## config.mk

```make
export PLATFORM = sky130hd
export DESIGN_NAME = pu_da_inv_ctrl
export DESIGN_NICKNAME = d
export VERILOG_FILES = /design/src/rtl/pu_da_inv_ctrl.sv
export SDC_FILE = /design/constraint.sdc
export NUM_CORES = 1
export LEC_CHECK = 0
export BUFFER_PORTS_ARGS = -buffer_cell sky130_fd_sc_hd__buf_4
export CAP_MARGIN = 10
export CORE_UTILIZATION = 57
export DETAILED_ROUTE_END_ITERATION = 8
export PLACE_DENSITY = 0.88
export SLEW_MARGIN = 40
export SYNTH_ARGS = -nofsm -noshare
export SYNTH_HDL_FRONTEND = slang
export SYNTH_SLANG_ARGS = --single-unit
```

## constraint.sdc

```tcl
create_clock -name clk -period 2.5 [get_ports clk]
set_input_delay 0.125 -clock clk [delete_from_list [all_inputs] [get_ports clk]]
set_output_delay 0.125 -clock clk [all_outputs]
set_load 0.005 [all_outputs]
```

## src/rtl/pu_da_inv_ctrl.sv

```systemverilog
// pu_da_inv_ctrl: sequencer for the invalidate port of the data-cache tag/valid array.
//
// Snoop invalidations arrive by physical address and are queued. Each queued request is
// processed as read -> tag compare -> conditional valid clear. A full-array flush sweep
// clears every entry. The mem-port write index is watched so that both ports never write
// the same entry in one cycle and a read that raced a mem-port write is never compared.
//
// Ports:
//   clk, rst_             clock, asynchronous active-low reset
//   inv_req/_addr/_rdy    request handshake, address is {tag, index, offset}
//   inv_done/_hit         one-cycle completion pulse, hit = line present and cleared
//   flush_start           pulse, start invalidate-all
//   flush_busy/_done      sweep in progress / one-cycle pulse on the last write
//   mem_wr_en/rw_index    mem-port activity, monitored only
//   inv_rw_index, inv_wr_* inv-port index and write data
//   inv_rd_ptag/_valid    inv-port read data, one cycle after the index
module pu_da_inv_ctrl #(
    parameter int unsigned INDEX_W  = 7,
    parameter int unsigned TAG_W    = 20,
    parameter int unsigned OFFSET_W = 5,
    parameter int unsigned QDEPTH   = 4
) (
    input  logic                              clk,
    input  logic                              rst_,
    input  logic                              inv_req,
    input  logic [TAG_W+INDEX_W+OFFSET_W-1:0] inv_req_addr,
    output logic                              inv_req_rdy,
    output logic                              inv_done,
    output logic                              inv_done_hit,
    input  logic                              flush_start,
    output logic                              flush_busy,
    output logic                              flush_done,
    input  logic                              mem_wr_en,
    input  logic [INDEX_W-1:0]                mem_rw_index,
    output logic [INDEX_W-1:0]                inv_rw_index,
    output logic                              inv_wr_en,
    output logic [TAG_W-1:0]                  inv_wr_ptag,
    output logic                              inv_wr_valid,
    input  logic [TAG_W-1:0]                  inv_rd_ptag,
    input  logic                              inv_rd_valid
);

    localparam int unsigned ADDR_W = TAG_W + INDEX_W + OFFSET_W;
    localparam int unsigned ENT_W  = TAG_W + INDEX_W;
    localparam int unsigned PTR_W  = $clog2(QDEPTH);

    localparam logic [INDEX_W-1:0] IDX_ONE = INDEX_W'(1);
    localparam logic [PTR_W:0]     PTR_ONE = (PTR_W + 1)'(1);

    typedef enum logic [1:0] {
        StIdle,
        StRd,
        StCmp,
        StFlush
    } state_e;

    state_e             state;
    logic [TAG_W-1:0]   cur_tag;
    logic [INDEX_W-1:0] cur_idx;
    logic [INDEX_W-1:0] flush_cnt;
    logic               conflict_rd;
    logic               flush_pend;

    // Request queue; pointers carry one extra wrap bit to tell full from empty.
    logic [ENT_W-1:0] q_mem [QDEPTH];
    logic [PTR_W:0]   wr_ptr;
    logic [PTR_W:0]   rd_ptr;
    logic             q_full;
    logic             q_empty;
    logic             push;
    logic [ENT_W-1:0] q_head;

    logic mem_hit_cur;
    logic mem_hit_cnt;
    logic cmp_retry;
    logic tag_hit;
    logic flush_last;
    logic flush_go;

    // Offset bits select a byte within the line and play no part in invalidation.
    logic unused_offset;
    assign unused_offset = ^inv_req_addr[OFFSET_W-1:0];

    assign q_full  = (wr_ptr[PTR_W] != rd_ptr[PTR_W]) &&
                     (wr_ptr[PTR_W-1:0] == rd_ptr[PTR_W-1:0]);
    assign q_empty = (wr_ptr == rd_ptr);
    assign push    = inv_req && !q_full;
    assign q_head  = q_mem[rd_ptr[PTR_W-1:0]];

    assign mem_hit_cur = mem_wr_en && (mem_rw_index == cur_idx);
    assign mem_hit_cnt = mem_wr_en && (mem_rw_index == flush_cnt);
    // A mem write during RD may have made the read data stale; one during CMP would collide.
    assign cmp_retry   = conflict_rd || mem_hit_cur;
    assign tag_hit     = inv_rd_valid && (inv_rd_ptag == cur_tag);
    assign flush_last  = &flush_cnt;
    // A start seen in IDLE launches the sweep at once, so busy covers exactly the sweep.
    assign flush_go    = flush_pend || flush_start;

    always_ff @(posedge clk) begin
        if (push) begin
            q_mem[wr_ptr[PTR_W-1:0]] <= inv_req_addr[ADDR_W-1:OFFSET_W];
        end
    end

    always_ff @(posedge clk or negedge rst_) begin
        if (!rst_) begin
            state       <= StIdle;
            cur_tag     <= '0;
            cur_idx     <= '0;
            flush_cnt   <= '0;
            conflict_rd <= 1'b0;
            flush_pend  <= 1'b0;
            wr_ptr      <= '0;
            rd_ptr      <= '0;
        end else begin
            if (push) begin
                wr_ptr <= wr_ptr + PTR_ONE;
            end
            if (flush_start && !flush_busy) begin
                flush_pend <= 1'b1;
            end
            unique case (state)
                StIdle: begin
                    if (flush_go) begin
                        state      <= StFlush;
                        flush_cnt  <= '0;
                        flush_pend <= 1'b0;
                    end else if (!q_empty) begin
                        {cur_tag, cur_idx} <= q_head;
                        rd_ptr             <= rd_ptr + PTR_ONE;
                        state              <= StRd;
                    end
                end
                StRd: begin
                    conflict_rd <= mem_hit_cur;
                    state       <= StCmp;
                end
                StCmp: begin
                    state <= cmp_retry ? StRd : StIdle;
                end
                StFlush: begin
                    if (!mem_hit_cnt) begin
                        flush_cnt <= flush_cnt + IDX_ONE;
                        if (flush_last) begin
                            state <= StIdle;
                        end
                    end
                end
                default: state <= StIdle;
            endcase
        end
    end

    always_comb begin
        inv_req_rdy  = !q_full;
        flush_busy   = (state == StFlush) || flush_pend;
        inv_done     = 1'b0;
        inv_done_hit = 1'b0;
        flush_done   = 1'b0;
        inv_rw_index = '0;
        inv_wr_en    = 1'b0;
        inv_wr_ptag  = '0;
        inv_wr_valid = 1'b0;
        unique case (state)
            StIdle: begin
            end
            StRd: begin
                inv_rw_index = cur_idx;
            end
            StCmp: begin
                inv_rw_index = cur_idx;
                inv_wr_ptag  = cur_tag;
                if (!cmp_retry) begin
                    inv_done     = 1'b1;
                    inv_done_hit = tag_hit;
                    inv_wr_en    = tag_hit;
                end
            end
            StFlush: begin
                inv_rw_index = flush_cnt;
                inv_wr_en    = !mem_hit_cnt;
                flush_done   = !mem_hit_cnt && flush_last;
            end
            default: begin
            end
        endcase
    end

endmodule

```

### Yosys cells after proc, flatten, opt, wreduce, memory -nomap -nowiden

Memory sizes are Yosys's and may differ from the RTL's. A register that Yosys moved wholly into a read port is not among the register bits.
Cells that the tools add are included.

* add/sub/neg operators: 3
* multiply operators: 0
* divide/modulo/power cells: 0
* $lt $le $gt $ge: 0
* equality and inequality tests: 13
* shift operators: 0
* muxes and demuxes: 22
* bitwise gates (word level): 2
* reductions and logical operators: 21

Operator list (count)
* $pmux 7 s2: 2
* $eq 20x20->1: 1
* $mux 20: 1
* $eq 7x7->1: 2
* $mux 7: 2
* $mux 1: 11
* $reduce_and 3->1: 3
* $mux 2: 4
* $pmux 2 s4: 1
* $add 7x1->7 const B: 1
* $logic_and 1x1->1: 7
* $reduce_and 7->1: 1
* $add 3x1->3 const B: 2
* $ne 2x2->1 const B: 3
* $eq 2x2->1 const B: 2
* $logic_not 1->1: 4
* $eq 3x3->1: 1
* $logic_or 1x1->1: 3
* $ne 3x3->1 const B: 1
* $eq 2x1->1 const B: 1
* $eq 2x2->1: 1
* $logic_not 2->1: 1
* $not 1->1: 2
* $pmux 1 s2: 1
* 3 further kinds: 3

* register bits: 17
* latch bits: 0
* memory bits (writable): 108
* ROM bits: 0
* input port bits: 65
* output and inout port bits: 34
* memories kept: 1

Memories
* q_mem: words 4, width 27, read ports 1, clocked after memory_dff 1, write ports 1, RTL line 65 `logic [ENT_W-1:0] q_mem [QDEPTH];`

### Longest topological paths before layout

* word-level depth: 7
* depth in mapped cells: 7

### Least setup slack after synthesis

No wires, ideal clock.

* kind: register to register
* from: register rd_ptr[1]
* to: memory q_mem[3][0] (netlist bit), enable pin
* data arrival time: 1728 ps
* required time: 2112 ps
* setup slack: 384 ps
* stages on the path, launching flop included: 5
* buffers on the path: 0
* period minus slack after synthesis: 2116 ps
* cells stage by stage: dfrtp_1 -> xor2_1 -> nor2_1 -> a21boi_2 -> and2_1

* cells in the longest elaborated chain, start to end: 6

Ends and longest elaborated chain
* start: declaration: RTL line 67 `logic [PTR_W:0] rd_ptr;`
* start signal: assignment: RTL line 130 `rd_ptr <= rd_ptr + PTR_ONE;`
* $eq 2x2->1: RTL line 85 `(wr_ptr[PTR_W-1:0] == rd_ptr[PTR_W-1:0]);`
* $logic_and 1x1->1: RTL line 84 `assign q_full = (wr_ptr[PTR_W] != rd_ptr[PTR_W]) &&`
* $logic_not 1->1: RTL line 87 `assign push = inv_req && !q_full;`
* $logic_and 1x1->1: RTL line 87
* $mux 1: RTL line 100 `if (push) begin`
* $mux 1 (implied by the code): RTL line 101 `q_mem[wr_ptr[PTR_W-1:0]] <= inv_req_addr[ADDR_W-1:OFFSET_W];`
* end: declaration: RTL line 65

No other way between the ends.

### Final worst setup path

* from: register cur_tag[1]
* to: output inv_wr_en

* cells in the longest elaborated chain, start to end: 4

Ends and longest elaborated chain
* start: declaration: RTL line 58 `logic [TAG_W-1:0] cur_tag;`
* start signal: assignment: RTL line 129 `{cur_tag, cur_idx} <= q_head;`
* $eq 20x20->1: RTL line 94 `assign tag_hit = inv_rd_valid && (inv_rd_ptag == cur_tag);`
* $logic_and 1x1->1: RTL line 94
* $mux 1: RTL line 173 `if (!cmp_retry) begin`
* $pmux 1 s2: RTL line 164 `unique case (state)`
* end: declaration: RTL line 36 `output logic inv_wr_en,`

No other way between the ends.

==> results by group <==
Pwr
  – Share of power burned in registers: 0.406
  – Switch share: 0.3229
  – Power share of the combinational group: 0.341
  – Power Internal: 6.549 mW
  – Clock group share of total power: 0.253
  – P per Cell Area: 1158 nW/µm²
  – Max rail drop VDD: 0.6845 mV
  – Switching power: 3.123 mW
  – Leakage: 3.195 nW

Synthesis
  – Post-synthesis cell count: roughly 400
  – Adder-cell share of the synthesized area: 0.01893
  – Top post-synthesis cells by area: edfxtp_1 49%, dfrtp_1 17%, mux4_2 9.2%, mux2_2 4.9%, xor2_1 3.2%
  – Mean Syn Cell Area: 16.65 µm²
  – Sequential cell area fraction in the yosys report: 0.6572
  – Count of unique library cells instantiated by Yosys: 43
  – Syn_nets: 472
  – Xor and xnor fraction of the mapped netlist area: 0.05433
  – Compound-Gate Fraction of Synth Area: 0.03464
  – Largest family of logic cells by synthesized area: multiplexers
  – Synthesis Warnings: 0
  – Mux share of post-synthesis cell area: 0.1475
  – Simple logic cell fraction of the synthesized area: 0.06833
  – Dominant cell type by area after synthesis: edfxtp_1
  – Synth top area share: 0.4906
  – #FFs+latches synth: 152
  – Synthesized area: approximately 6600 µm²

Worst setup path
  – Register-to-Register Path Depth: 5
  – Crit path capture: inv_wr_en
  – Crit path max fanout: 3
  – CP startpoint: cur_tag[1]
  – CP Capture Type: output pin
  – Worst r2r src: wr_ptr[1]
  – WS Path Type: register to output pin
  – Slack of the worst reg-to-reg path: 0.44 ns
  – Crit start category: register
  – CP Data Required Time: 2.38 ns
  – Critical R2R Capture: q_mem[3][23]
  – Worst endpoint data arrival time: 2.32 ns

GRT
  – Initial antenna violation count: 0
  – Global-route usage over all layers: 0.2705
  – Vias in the first global route: ~4200
  – Largest net degree at the start of global routing: 45
  – Grt ovf: 0
  – First-pass GRT wire length: between 20000 and 25000 µm

Route
  – Drt pass-1 iters: 4
  – Initial drt markers: 283
  – ANT nets after route: 0
  – DRC viols: 0
  – Post-Route WL: ~15000 µm
  – WL/cell: 21.50 µm
  – Vias: ~4000
  – Routed vias/inst: 5.805

Worst hold path
  – Worst hold path type: input pin to register

Layout
  – Register Area: between 4000 and 5000 µm²
  – Antenna cell count: 0
  – Layout area overhead: 26.35%
  – Final std cells w/o fill: around 680
  – Fillers: 623
  – Post-layout util: 0.7539
  – Multi-input gate area: 2143 µm²
  – Share of layout cells above drive strength 1: 0.3708
  – Nets@finish: between 600 and 700

CTS
  – CTS max path bufs: 2
  – CTS root buffer: clkbuf_16
  – Cts bufs inserted: 17
  – CTS clk-pin slew, worst paths: 0.06 ns
  – Worst skew pair latency: 0.41 ns
  – CTS H-Tree Depth: 4
  – CTS tree: built
  – Post-CTS setup buffer count: 0
  – Clk sinks: between 150 and 200

Timing
  – Fmax: a little over 0.4 GHz
  – Tmin final: 2.443 ns
  – Clock Skew: 0.01725 ns
  – Min Hold Slack: between 0.15 and 0.2 ns
  – RSZ-0062 raised after global routing: false
  – Final hold vios: 0
  – Setup Viol. Count Final: 0
  – Worst rel slew slack: 0.5054
  – Fin. max-slew vios: 0
  – Period utilization: 0.9772
  – Setup TNS: 0 ns
  – Worst-Margin Slew: 0.7404 ns

Place
  – Dpl cells: about 620
  – IO Port Bufs: 92
  – Routability cong.: between 0.8 and 0.9
  – Detail Placement HPWL: ~9000 µm

Floorplanning
  – Die height: 109.7 µm
  – Die ar.: 12030 µm²
  – Initial core utilization: 0.5967
  – Total core area: 11080 µm²
  – Row Count: 38
  – IO Count: 99
  – Die X: 109.7 µm

Run status
  – Outcome: finished clean

Job
  – # Max-Cap Violations: 0
==> worst min path at each step <==
stage	from	end	slack, ns	cells past startpoint
final	inv_req	wr_ptr[0]	0.19	3
after global routing	inv_req	wr_ptr[0]	0.20	3
after CTS	inv_req	wr_ptr[0]	0.19	3
after detailed placement	rst_	conflict_rd	0.18	1
after global placement	rst_	cur_tag[10]	0.17	1
after floorplan	rst_	conflict_rd	-0.17	0
==> synthesized netlist by cell type, drive strengths merged <==
master and count:
edfxtp 108, dfrtp 44, mux2 29, mux4 27, and2 24, xor2 24, xnor2 17, nor2 16
buf 12, ha 10, nand2 10, a22oi 7, clkbuf 7, inv 6, nor4 6, o21ai 6
nand4 5, mux2i 4, nand3 4, nor3 4, o31a 3, or2 3, a21oi 2, nor4b 2
o211ai 2, o21bai 2, or3 2, a211o 1, a21boi 1, a22o 1, conb 1, nand2b 1
nor2b 1, nor3b 1, o2111ai 1, o22ai 1, o311a 1, o311ai 1
==> cell usage in the layout, fill, tap and decap left out, drive strengths merged, types with 7 or more instances in the layout <==
cell         count
inv             13
and2            24
dlygate4sd3     29
buf            103
nand2           10
clkbuf          18
nor2            16
ha              10
xnor2           17
mux4            27
dfrtp           44
a22oi            7
edfxtp         108
xor2            24
mux2            29
==> power groups by stage <==
stage / sequential (mW) / combinational (mW) / clock, mW
after floorplan: 3.79 / 2.17 / 0
after global placement: 3.89 / 3.11 / 0
after detailed placement: 3.95 / 3.20 / 0
after CTS: 3.92 / 3.31 / 2.46
after global routing: 3.99 / 3.58 / 2.59
final: 3.92 / 3.30 / 2.45
==> worst max-delay path: stages (launching register included) <==
cell,delay [ns]
dfrtp_1,0.43
xor2_1,0.16
nor4_1,0.48
nand4_1,0.25
nor4_1,0.28
o21bai_1,0.18
buf_4,0.14
==> through the flow <==
step / setup slack [ns] / cell area, µm² / power (mW)
2_1_floorplan: 0.3840 / 6610 / 5.953
4_1_cts: 0.1211 / 8352 / 9.691
3_5_place_dp: 0.4785 / 7497 / 7.152
6_report: 0.05700 / 8352 / 9.672
3_3_place_gp: 0.5500 / 7497 / 7.000
5_1_grt: 0.004705 / 8352 / 10.16
==> sequential cells by signal (all words and copies together), names as in the netlist <==
signal	count
conflict_rd	1
cur_idx	7
cur_tag	20
flush_cnt	7
flush_pend	1
q_mem	108
rd_ptr	3
state	2
wr_ptr	3
==> logic make-up after synthesis <==
logic type,after synthesis
other cells,1
buf+inv,25
simple gates,79
flops,152
xor+xnor,41
compound gates,29
mux,60
fa+ha+maj,10
==> timing repair <==
| action | in CTS | in global routing |
|---|---|---|
| gates resized for setup | 0 | 0 |
| hold buffers | 29 | 0 |
| hold endpoints to repair | 153 | 0 |
==> layout make-up <==
cell class / instances / share of cell area
inverters: 6 / 0.002697
flip-flops and latches: 152 / 0.5203
multi-input cells: 220 / 0.2566
repair buffers: 132 / 0.1318
well taps: 140 / 0.02097
clock buffers: 18 / 0.05139
clock inverters: 14 / 0.01618
==> metal layers <==
layer	track usage	vias to the layer above	wire length (µm)
met2	0.4726	157	7849
met5	0	-	0
met3	0.06165	16	800
li1	-	1772	-
met1	0.3332	2014	5779
met4	0.09333	0	236
Note: power is estimated with default switching activity, not from simulation.
